==> config.mk <==
export PLATFORM = sky130hd
export DESIGN_NAME = cluster_load_ctrl
export DESIGN_NICKNAME = d
export VERILOG_FILES = /design/src/rtl/cluster_load_ctrl_pkg.sv /design/src/rtl/cluster_load_ctrl.sv
export SDC_FILE = /design/constraint.sdc
export NUM_CORES = 1
export LEC_CHECK = 0
export ABC_CLOCK_PERIOD_IN_PS = 2300
export CAP_MARGIN = 40
export CORE_UTILIZATION = 25
export CTS_CLUSTER_DIAMETER = 40
export DETAILED_ROUTE_END_ITERATION = 16
export GPL_TIMING_DRIVEN = 0
export PLACE_DENSITY_LB_ADDON = 0.08
export SYNTH_ARGS = -nofsm -noshare
export SYNTH_HDL_FRONTEND = slang
export SYNTH_SLANG_ARGS = --single-unit
==> constraint.sdc <==
create_clock -name clk -period 2.3 [get_ports clk]
set_input_delay 0.46 -clock clk [delete_from_list [all_inputs] [get_ports clk]]
set_output_delay 0.46 -clock clk [all_outputs]
set_load 0.05 [all_outputs]
==> src/rtl/cluster_load_ctrl_pkg.sv <==
`default_nettype none
// ============================================================================
// Module : cluster_load_ctrl_pkg
// Brief  : Shared cluster parameters, GLB base addresses and the FSM
//          state encoding for the cluster load controller.
// Rev    : 1.0 - initial release
// ============================================================================
package cluster_load_ctrl_pkg;

    localparam int CLC_DATA_BITWIDTH = 16;
    localparam int CLC_ADDR_BITWIDTH = 10;
    localparam int CLC_W_BASE_ADDR   = 0;
    localparam int CLC_A_BASE_ADDR   = 100;

    typedef enum logic [2:0] {
        ST_IDLE      = 3'd0,
        ST_LOAD_W    = 3'd1,
        ST_LOAD_A    = 3'd2,
        ST_START     = 3'd3,
        ST_WAIT_DONE = 3'd4,
        ST_DONE      = 3'd5
    } state_t;

endpackage
`default_nettype wire

==> src/rtl/cluster_load_ctrl.sv <==
`default_nettype none
// ============================================================================
// Module : cluster_load_ctrl
// Brief  : Accepts a job descriptor, streams weights then iacts into the
//          GLB, launches the PE cluster and waits for it to finish.
// Rev    : 1.0 - initial release
// ============================================================================
module cluster_load_ctrl
    import cluster_load_ctrl_pkg::*;
#(
    parameter int DATA_BITWIDTH = CLC_DATA_BITWIDTH,
    parameter int ADDR_BITWIDTH = CLC_ADDR_BITWIDTH,
    parameter int W_BASE_ADDR   = CLC_W_BASE_ADDR,
    parameter int A_BASE_ADDR   = CLC_A_BASE_ADDR
) (
    input  logic                            clk,
    input  logic                            reset,
    input  logic                            cfg_valid,
    output logic                            cfg_ready,
    input  logic [ADDR_BITWIDTH-1:0]        cfg_num_wght,
    input  logic [ADDR_BITWIDTH-1:0]        cfg_num_iact,
    input  logic                            in_valid,
    output logic                            in_ready,
    input  logic signed [DATA_BITWIDTH-1:0] in_data,
    output logic                            write_en_wght,
    output logic                            write_en_iact,
    output logic [ADDR_BITWIDTH-1:0]        w_addr_wght,
    output logic [ADDR_BITWIDTH-1:0]        w_addr_iact,
    output logic signed [DATA_BITWIDTH-1:0] w_data_wght,
    output logic signed [DATA_BITWIDTH-1:0] w_data_iact,
    output logic                            start,
    input  logic                            compute_done,
    output logic                            busy,
    output logic                            job_done
);

    localparam logic [ADDR_BITWIDTH-1:0] c_w_base = ADDR_BITWIDTH'(W_BASE_ADDR);
    localparam logic [ADDR_BITWIDTH-1:0] c_a_base = ADDR_BITWIDTH'(A_BASE_ADDR);
    localparam logic [ADDR_BITWIDTH-1:0] c_one    = ADDR_BITWIDTH'(1);
    localparam logic [ADDR_BITWIDTH-1:0] c_zero   = '0;

    state_t                   r_state;
    state_t                   w_state_nxt;
    logic [ADDR_BITWIDTH-1:0] r_cnt;       // beat index in LOAD_*, first-cycle flag in WAIT_DONE
    logic [ADDR_BITWIDTH-1:0] w_cnt_nxt;
    logic [ADDR_BITWIDTH-1:0] r_num_w;
    logic [ADDR_BITWIDTH-1:0] r_num_a;
    logic                     w_latch;
    logic                     w_we_w;
    logic                     w_we_a;

    assign busy = (r_state != ST_IDLE);

    // Next-state, handshake and pulse decode; ready outputs are held low during reset
    always_comb begin
        w_state_nxt = r_state;
        w_cnt_nxt   = r_cnt;
        w_latch     = 1'b0;
        w_we_w      = 1'b0;
        w_we_a      = 1'b0;
        cfg_ready   = 1'b0;
        in_ready    = 1'b0;
        start       = 1'b0;
        job_done    = 1'b0;
        case (r_state)
            ST_IDLE: begin
                cfg_ready = reset;
                if (cfg_valid && reset) begin
                    w_latch   = 1'b1;
                    w_cnt_nxt = c_zero;
                    if (cfg_num_wght != c_zero)      w_state_nxt = ST_LOAD_W;
                    else if (cfg_num_iact != c_zero) w_state_nxt = ST_LOAD_A;
                    else                             w_state_nxt = ST_START;
                end
            end
            ST_LOAD_W: begin
                in_ready = reset;
                if (in_valid) begin
                    w_we_w = 1'b1;
                    if (r_cnt == r_num_w - c_one) begin
                        w_cnt_nxt   = c_zero;
                        w_state_nxt = (r_num_a != c_zero) ? ST_LOAD_A : ST_START;
                    end else begin
                        w_cnt_nxt = r_cnt + c_one;
                    end
                end
            end
            ST_LOAD_A: begin
                in_ready = reset;
                if (in_valid) begin
                    w_we_a = 1'b1;
                    if (r_cnt == r_num_a - c_one) begin
                        w_cnt_nxt   = c_zero;
                        w_state_nxt = ST_START;
                    end else begin
                        w_cnt_nxt = r_cnt + c_one;
                    end
                end
            end
            ST_START: begin
                // The final write strobe may still be on the bus; hold off one cycle
                if (!(write_en_wght || write_en_iact)) begin
                    start       = 1'b1;
                    w_cnt_nxt   = c_zero;
                    w_state_nxt = ST_WAIT_DONE;
                end
            end
            ST_WAIT_DONE: begin
                // First cycle only arms; a stale compute_done level is not trusted
                if (r_cnt == c_zero)   w_cnt_nxt   = c_one;
                else if (compute_done) w_state_nxt = ST_DONE;
            end
            ST_DONE: begin
                job_done    = 1'b1;
                w_state_nxt = ST_IDLE;
            end
            default: w_state_nxt = ST_IDLE;
        endcase
    end

    // State, counters, latched job counts and registered GLB write port
    always_ff @(posedge clk) begin
        if (!reset) begin
            r_state       <= ST_IDLE;
            r_cnt         <= '0;
            r_num_w       <= '0;
            r_num_a       <= '0;
            write_en_wght <= 1'b0;
            write_en_iact <= 1'b0;
            w_addr_wght   <= '0;
            w_addr_iact   <= '0;
            w_data_wght   <= '0;
            w_data_iact   <= '0;
        end else begin
            r_state       <= w_state_nxt;
            r_cnt         <= w_cnt_nxt;
            write_en_wght <= w_we_w;
            write_en_iact <= w_we_a;
            if (w_latch) begin
                r_num_w <= cfg_num_wght;
                r_num_a <= cfg_num_iact;
            end
            if (w_we_w) begin
                w_addr_wght <= c_w_base + r_cnt;
                w_data_wght <= in_data;
            end
            if (w_we_a) begin
                w_addr_iact <= c_a_base + r_cnt;
                w_data_iact <= in_data;
            end
        end
    end

endmodule
`default_nettype wire

* Yosys cells after proc, flatten, opt, wreduce, memory -nomap -nowiden
Cells that the tools add are included.
** Word-level totals
- Memory bits (read-only) :: 0
- Input bits :: 41
- Latch bits :: 0
- Bits in registers :: 87
- Bits in writable memories :: 0
- Output and inout bits :: 59
- Memories :: 0
- Word-level logic and storage cells :: 72
** Cells by class
- Reduce and logical (&&, ||, !) cells :: 12
- Shift-type cells :: 0
- Equal/unequal tests :: 16
- Multiplexer cells :: 30
- Divide/modulo/power cells :: 0
- Order comparisons :: 0
- Add/sub/neg operators :: 4
- Bitwise gates (word level) :: 0
- Multipliers :: 0
** Operator list (number)
- $mux W10 :: 7
- $pmux W10 S5 :: 1
- $reduce_bool A10 Y1 :: 3
- $mux W3 :: 8
- $eq A10 B10 Y1 :: 2
- $sub A10 B1 Y10 const B :: 2
- $ne A2 B2 Y1 const B :: 9
- $pmux W3 S5 :: 1
- $mux W1 :: 12
- $add A10 B1 Y10 const B :: 1
- $add A7 B10 Y10 const A :: 1
- $logic_not A10 Y1 :: 1
- $reduce_and A8 Y1 :: 1
- $eq A3 B2 Y1 const B :: 2
- $eq A3 B3 Y1 const B :: 2
- $reduce_and A6 Y1 :: 1
- $reduce_bool A5 Y1 :: 1
- $eq A3 B1 Y1 const B :: 1
- $logic_not A3 Y1 :: 1
- $reduce_bool A3 Y1 :: 1
- $mux W2 :: 1
- $reduce_or A2 Y1 :: 1
- $logic_and A1 B1 Y1 :: 1
- $logic_or A1 B1 Y1 :: 1

* Logic depth before layout (Yosys ltp)
Gate-level depths: netlist of the first run.
- Word-level depth :: 5
- Mapped depth :: 10
- Gate-level depth less buffers :: 9

* Least setup slack after synthesis of the first run
OpenSTA, ideal clock, no wires.
- Kind :: reg-to-reg
- Start point :: register r_num_a[0]
- End point :: register r_cnt[0]
- Stages on the path, launching flop included :: 11
- Path slack :: -0.001 ns
- Arrival :: 2.187 ns
- Path buffers :: 1
- Library setup time :: 0.115 ns
- Cells stage by stage :: dfxtp_1 -> inv_1 -> ha_1 -> buf_2 -> or3b_2 -> nor3_1 -> a21oi_1 -> a2111o_1 -> o21ai_4 -> a21oi_1 -> o21a_1
** Between the ends
- Word-level cells in the longest chain between the ends :: 5
** Ends and longest elaborated chain
- from (decl) :: line cluster_load_ctrl.sv:47 : logic [ADDR_BITWIDTH-1:0] r_num_a;
- from (signal assigned) :: line cluster_load_ctrl.sv:141 : r_num_a <= cfg_num_iact;
- $sub A10 B1 Y10 :: line cluster_load_ctrl.sv:92 : if (r_cnt == r_num_a - c_one) begin
- $eq A10 B10 Y1 :: line cluster_load_ctrl.sv:92
- $mux W10 :: line cluster_load_ctrl.sv:92
- $mux W10 :: line cluster_load_ctrl.sv:90 : if (in_valid) begin
- $pmux W10 S5 :: line cluster_load_ctrl.sv:65 : case (r_state)
- to (signal assigned) :: line cluster_load_ctrl.sv:136 : r_cnt <= w_cnt_nxt;
- to (decl) :: line cluster_load_ctrl.sv:44 : logic [ADDR_BITWIDTH-1:0] r_cnt;
Every way passes these cells. The select of a mux whose other input is x is not followed.
A chain may end at the register's enable or synchronous reset.

* Worst setup path in the final report of the first run
- Start point :: register r_num_a[7]
- End point :: register r_cnt[9]
Same word-level chain as after synthesis.

==> results.sh, run 1 <==
export IMPL_io_pin_count=100
export IMPL_p_seq_frac=0.344
export IMPL_initial_util=0.256
export IMPL_cts_hold_fix_bufs=0
export IMPL_cts_root_buffer="clkbuf_16"
export IMPL_critical_path_max_stage_delay_ns=0.54
export IMPL_max_cap_viol_count=0
export IMPL_power_switching_mw=2.02
export IMPL_timing_reg2reg_worst_path_depth=8
export IMPL_clkSlewWorstSetupHoldPaths_ns=0.06
export IMPL_dieArea_um2=17500
export IMPL_die_y_um=132
export IMPL_synth_top_cell_by_area="dfxtp_1"
export IMPL_hpwlAfterDp_um=10200
export IMPL_timing_critical_path_fanout_max=8
export IMPL_grt_max_degree=17
export IMPL_timing_final_max_slew_violations=0
export IMPL_rsz0062_at_grt="yes"
export IMPL_final_min_clock_period_ns=2.34
export IMPL_asyncSetResetFlopFracSynth=0
export IMPL_synthCells=551
export IMPL_die_width_um=132
export IMPL_postSynthAreaPerCell_um2=7.70
export IMPL_switching_share=0.382
export IMPL_layout_filler_cells=1780
export IMPL_htree_levels=3
export IMPL_signed_area_change_from_the_synthesized_netlist_to_the_final_layout_pct=44.0
export IMPL_fmaxAchievable_mhz=428
export IMPL_dp_cells=869
export IMPL_violated_checks="negative setup slack"
export IMPL_clock_skew_final_ns=0.00961
export IMPL_drc_errors=0
export IMPL_detailedRoute_firstPassIterationCount=4
export IMPL_critical_path_endpoint_type="flop"
export IMPL_synth_top_cells_by_area="dfxtp_1 41%, nand2_1 14%, a21oi_1 6.5%"
export IMPL_total_design_power_mw=5.27
export IMPL_worst_path_buf_inv=1
export IMPL_hold_class="reg -> reg"
export IMPL_clock_tree_from_tritoncts="yes"
export IMPL_synth_seq_area_share=0.410
export IMPL_cts_sinks=87
export IMPL_post_synth_instance_area_um2=4250
export IMPL_critPathLaunchType="flop"
export IMPL_synth_top_cell_area_share=0.410
export IMPL_synth_fp_nets=598
export IMPL_clock_path_buffers=2
export IMPL_p_comb_frac=0.389
export IMPL_setup_viol=9
export IMPL_timing_hold_worst_path_depth=2
export IMPL_largest_delay_contributor_family_on_the_critical_path="simple AND/OR/NAND/NOR gates"
export IMPL_rows=47
export IMPL_post_synth_xor_area_fraction=0.0681
export IMPL_path_depth=8
export IMPL_leakagePower_nw=2.18
export IMPL_part_of_the_power_in_the_clock_network=0.267
export IMPL_number_of_enable_type_register_cells_in_the_synthesized_netlist=0
export IMPL_power_density_nw_per_um2=863
export IMPL_portBuffers=98
export IMPL_routed_wire_length_per_instance_um=15.3
export IMPL_grt_overflow_total=0
export IMPL_cts_inserted_buffers=9
export IMPL_yosys_mux_area_fraction=0.00472
export IMPL_timing_critical_path_arrival_ns=2.59
export IMPL_finalHoldViolCount=0
export IMPL_synthTopCellsByCount="154 x nand2_1, 87 x dfxtp_1, 55 x a21oi_1, 35 x clkbuf_1"
export IMPL_final_layout_size_suffix_gt1_frac=0.145
export IMPL_layout_core_utilization=0.369
export IMPL_layout_worst_path_cycle_share=1.02
export IMPL_flip_flop_and_latch_count_after_synthesis=87
export IMPL_via_count=4188
export IMPL_worst_endpoint_required_ns=2.55
export IMPL_clock_insertion_delay_worst_skew_ns=0.36
export IMPL_yosys_cell_types_count=55
export IMPL_status="finished with violations"
export IMPL_number_of_violations_reported_at_the_end_of_detailed_routing_iteration_0=135
export IMPL_final_setup_worst_slack_ns=-0.0370
export IMPL_drt_total_wl_um=13700
export IMPL_global_route_usage_total=0.161
export IMPL_critPathSlowestCell="or4_4"
export IMPL_yosys_area_share_simple=0.253
export IMPL_synth_flop_cell="dfxtp_1"
export IMPL_number_of_global_route_vias_before_repair=4082
export IMPL_fin_worst_hold_slack_ns=0.452
export IMPL_grt_pass1_wl_um=21800
export IMPL_ys_warnings_count=0
export IMPL_final_replace_weighted_congestion=0.782
export IMPL_max_vdd_ir_drop_mv=0.433
export IMPL_initial_antenna_violation_count=0
export IMPL_setup_tns_final_ns=-0.227
export IMPL_postRouteAntennaNets=0
export IMPL_routed_via_density=4.67
export IMPL_timing_slew_headroom=0.554
export IMPL_post_synth_top_count_cell="nand2_1"
export IMPL_synth_compound_area_frac=0.198
export IMPL_worst_slew_pin_transition_ns=0.670
export IMPL_insertedDiodeCount=0
export IMPL_post_layout_nonfiller_instances=897
export IMPL_design_core_area_um2=16600
export IMPL_synth_top_family_by_area="simple AND/OR/NAND/NOR gates"
export IMPL_crit_type="reg -> reg"
export IMPL_p_int_mw=3.26
export IMPL_cp_cell_sequence="or4_4 -> or2_4 -> or3_1 -> o22a_2 -> o21ai_4 -> buf_12 -> a221oi_1 -> a21o_1"
export IMPL_post_synth_fa_ha_maj_area_fraction=0.0177
export IMPL_num_nets_final=719
==> cells by family (layout without fill, tap and decap cells) <==
logic type,count (synthesis),after routing
mux,2,2
simple gates,239,239
flops,87,87
fa+ha+maj,6,6
buf+inv,52,178
compound gates,132,132
xor+xnor,33,33
==> state kept, by name, indices dropped and copies added (netlist names) <==
register       count
r_num_w           10
r_cnt             10
w_data_wght       16
write_en_wght      1
w_addr_iact       10
r_num_a           10
w_addr_wght       10
w_data_iact       16
write_en_iact      1
r_state            3
==> cell type report <==
cell class,count,area [um2],share of cell area
Timing Repair Buffer,114,1120,0.183
Clock inverter,6,51.3,0.00839
Multi-Input combinational cell,412,2460,0.403
Sequential cell,87,1760,0.288
Buffer,37,169,0.0276
Clock buffer,10,229,0.0375
Tap cell,220,275,0.0450
Inverter,11,43.8,0.00716
==> worst register-to-register path: stages (launching register included) <==
cell and delay, ns:
dfxtp_2 0.34, or4_4 0.54, or2_4 0.24, or3_1 0.31, o22a_2 0.21, o21ai_4 0.19
buf_12 0.16, a221oi_1 0.09, a21o_1 0.16
==> power by group through the flow <==
| stage | clock network (mW) | logic, mW | registers [mW] |
|---|---|---|---|
| after global placement | 0 | 1.76 | 1.82 |
| final | 1.41 | 2.05 | 1.82 |
| after CTS | 1.46 | 1.91 | 1.79 |
| after detailed placement | 0 | 1.78 | 1.82 |
| after floorplan | 0 | 1.04 | 2.00 |
| after global routing | 1.51 | 2.24 | 1.84 |
==> per-stage QoR <==
stage,setup WS [ns],cell area (um2)
final,-0.0370,6110
after global routing,-0.109,6110
after CTS,-0.0963,5940
after detailed placement,-0.393,5500
after global placement,-0.369,5500
after floorplan,0.0246,4250
==> final timing paths <==
check | start | to | slack (ns)
worst max-delay path | r_num_a[7] | r_cnt[9] | -0.04
worst min-delay path | w_data_iact[12] | w_data_iact[12] | 0.45
worst max register to register | r_num_a[7] | r_cnt[9] | -0.04
worst min register to register | w_data_iact[12] | w_data_iact[12] | 0.45
==> timing repair <==
item,in CTS,in global routing
setup buffers,7,8
setup endpoints to repair,18,62
gates cloned,1,0
pin swaps,6,9
resized for setup,41,49
==> layer usage <==
metal | global-route usage | wire length [um]
met4 | 0.0773 | 283
met2 | 0.260 | 6400
met3 | 0.0238 | 430
met1 | 0.210 | 6610
met5 | 0 | 0
==> layout by cell type (no fill, tap or decap), types with 6 or more instances in the layout <==
master / instances
nor2_1: 21
clkbuf_16: 9
a21oi_1: 54
xnor2_1: 15
clkdlybuf4s50_1: 93
o21ai_0: 19
dfxtp_1: 80
a31oi_1: 6
clkbuf_2: 10
xor2_1: 17
clkbuf_1: 25
nand2_1: 153
a221oi_2: 6
buf_4: 12
nand2b_1: 9
nand3_1: 8
nor3_1: 8
a21o_1: 8
o31ai_1: 6
Power figures use the tool's default switching activity.
==> run 2: changes to the inputs <==
- SETUP_SLACK_MARGIN: unset -> 0.02
==> run 2 against run 1 <==
The flow still finishes with violations (negative setup slack). Fmax is 0.63% lower. Clock skew hardly changed. Final cell count is 0.11% lower. Via count is 0.43% higher. Worst hold slack hardly changed. Sequential share of layout area hardly changed. Non-clock buffer count is 1 lower. Critical endpoint unchanged. Highest routed layer unchanged. Clock power hardly changed. Routed wire length hardly changed. Largest power group unchanged.
==> results.sh, run 2 (synthesized netlist as in run 1, its figures left out) <==
export IMPL_layout_core_utilization=0.369
export IMPL_cp_cell_sequence="or4_4 -> or2_4 -> or3_1 -> o22a_2 -> o21ai_4 -> buf_12 -> a221oi_1 -> a21o_1"
export IMPL_leakagePower_nw=2.18
export IMPL_layout_worst_path_cycle_share=1.02
export IMPL_grt_max_degree=17
export IMPL_timing_slew_headroom=0.566
export IMPL_clock_tree_from_tritoncts="yes"
export IMPL_worst_slew_pin_transition_ns=0.652
export IMPL_number_of_violations_reported_at_the_end_of_detailed_routing_iteration_0=153
export IMPL_grt_pass1_wl_um=21800
export IMPL_crit_type="reg -> reg"
export IMPL_drc_errors=0
export IMPL_final_common_cell="nand2_1"
export IMPL_top_usage_layer="met2"
export IMPL_rsz0062_at_grt="yes"
export IMPL_via_count=4206
export IMPL_critical_path_max_stage_delay_ns=0.54
export IMPL_power_density_nw_per_um2=862
export IMPL_portBuffers=98
export IMPL_critPathSlowestCell="or4_4"
export IMPL_design_core_area_um2=16600
export IMPL_cts_root_buffer="clkbuf_16"
export IMPL_worst_path_buf_inv=1
export IMPL_htree_levels=3
export IMPL_signed_area_change_from_the_synthesized_netlist_to_the_final_layout_pct=44.2
export IMPL_postRouteAntennaNets=0
export IMPL_initial_util=0.256
export IMPL_routed_wire_length_per_instance_um=15.3
export IMPL_global_route_usage_met2=0.260
export IMPL_layout_top_registers="w_data_iact (16), w_data_wght (16)"
export IMPL_final_setup_worst_slack_ns=-0.0517
export IMPL_violated_checks="negative setup slack"
export IMPL_routed_via_density=4.69
export IMPL_detailedRoute_firstPassIterationCount=4
export IMPL_critPathLaunchType="flop"
export IMPL_hold_class="reg -> reg"
export IMPL_status="finished with violations"
export IMPL_insertedDiodeCount=0
export IMPL_max_vdd_ir_drop_mv=0.429
export IMPL_setup_viol=10
export IMPL_finalHoldViolCount=0
export IMPL_clock_insertion_delay_worst_skew_ns=0.35
export IMPL_dieArea_um2=17500
export IMPL_timing_critical_path_arrival_ns=2.60
export IMPL_cts_hold_fix_bufs=0
export IMPL_use_met3=0.0238
export IMPL_drt_total_wl_um=13700
export IMPL_worst_endpoint_required_ns=2.55
export IMPL_number_of_global_route_vias_before_repair=4082
export IMPL_grt_util_met1=0.210
export IMPL_die_y_um=132
export IMPL_setup_tns_final_ns=-0.370
export IMPL_dp_cells=869
export IMPL_max_cap_viol_count=0
export IMPL_io_pin_count=100
export IMPL_top_library_cells_by_usage_in_the_layout_fill_and_taps_aside="153 x nand2_1, 93 x clkdlybuf4s50_1, 80 x dfxtp_1, 54 x a21oi_1, 24 x clkbuf_1"
export IMPL_clkSlewWorstSetupHoldPaths_ns=0.06
export IMPL_fmaxAchievable_mhz=425
export IMPL_total_design_power_mw=5.28
export IMPL_largest_delay_contributor_family_on_the_critical_path="simple AND/OR/NAND/NOR gates"
export IMPL_timing_final_max_slew_violations=0
export IMPL_grt_overflow_total=0
export IMPL_critical_path_endpoint_type="flop"
export IMPL_hpwlAfterDp_um=10200
export IMPL_final_layout_size_suffix_gt1_frac=0.146
export IMPL_cts_inserted_buffers=9
export IMPL_num_nets_final=718
export IMPL_global_route_usage_total=0.161
export IMPL_clock_path_buffers=2
export IMPL_clock_skew_final_ns=0.00921
export IMPL_cts_sinks=87
export IMPL_final_min_clock_period_ns=2.35
export IMPL_die_width_um=132
export IMPL_timing_critical_path_fanout_max=8
export IMPL_final_replace_weighted_congestion=0.782
export IMPL_post_layout_nonfiller_instances=896
export IMPL_rows=47
export IMPL_initial_antenna_violation_count=0
export IMPL_layout_filler_cells=1777
run 2: final timing paths:
path,cells after the start,slack (ns),start,endpoint
min reg2reg,2,0.45,w_data_iact[12],w_data_iact[12]
max reg2reg,8,-0.05,r_num_a[7],r_cnt[9]
min,2,0.45,w_data_iact[12],w_data_iact[12]
max,8,-0.05,r_num_a[7],r_cnt[9]
run 2: routing by layer:
metal,up-vias,wire [um]
met5,-,0
met4,0,280
met3,16,410
met2,68,6390
met1,1996,6630
li1,2126,-
run 2: cell type report:
| cell class | count | area [um2] | area share |
|---|---|---|---|
| Multi-Input combinational cell | 412 | 2470 | 0.403 |
| Sequential cell | 87 | 1770 | 0.288 |
| Timing Repair Buffer | 114 | 1130 | 0.184 |
| Tap cell | 220 | 275 | 0.0450 |
| Clock buffer | 10 | 229 | 0.0374 |
| Buffer | 36 | 165 | 0.0270 |
| Clock inverter | 6 | 51.3 | 0.00838 |
| Inverter | 11 | 43.8 | 0.00715 |
run 2: timing repair:
| item | CTS | global route |
|---|---|---|
| endpoints found under the setup margin | 19 | 63 |
| setup buffers | 7 | 8 |
| gates cloned | 1 | 0 |
| pin swaps | 6 | 9 |
| gates resized for setup | 42 | 50 |
run 2: power breakdown:
part | switching (mW) | leakage, nW | internal, mW
sequential | 0.154 | 0.710 | 1.66
clock | 0.656 | 0.134 | 0.748
combinational | 1.21 | 1.34 | 0.849
run 2: metrics by stage:
stage               hold slack [ns]  cell area, um2  setup WS, ns
floorplan                     0.441            4250        0.0246
global placement              0.440            5500        -0.369
detailed placement            0.446            5500        -0.393
CTS                           0.456            5940       -0.0963
global route                  0.470            6120        -0.121
finish                        0.452            6120       -0.0517
run 2: worst reg2reg max path: cells and delay by family (launching register included):
kind	cells	cell delay, ns
compound gates	4	0.64
simple gates	3	1.09
flops	1	0.36
buf+inv	1	0.16
==> run 3: changes to the inputs <==
- CTS_CLUSTER_DIAMETER: 40 -> unset
==> results of run 3 <==
The final DEF is identical to that of run 2; final timing and power are the same.
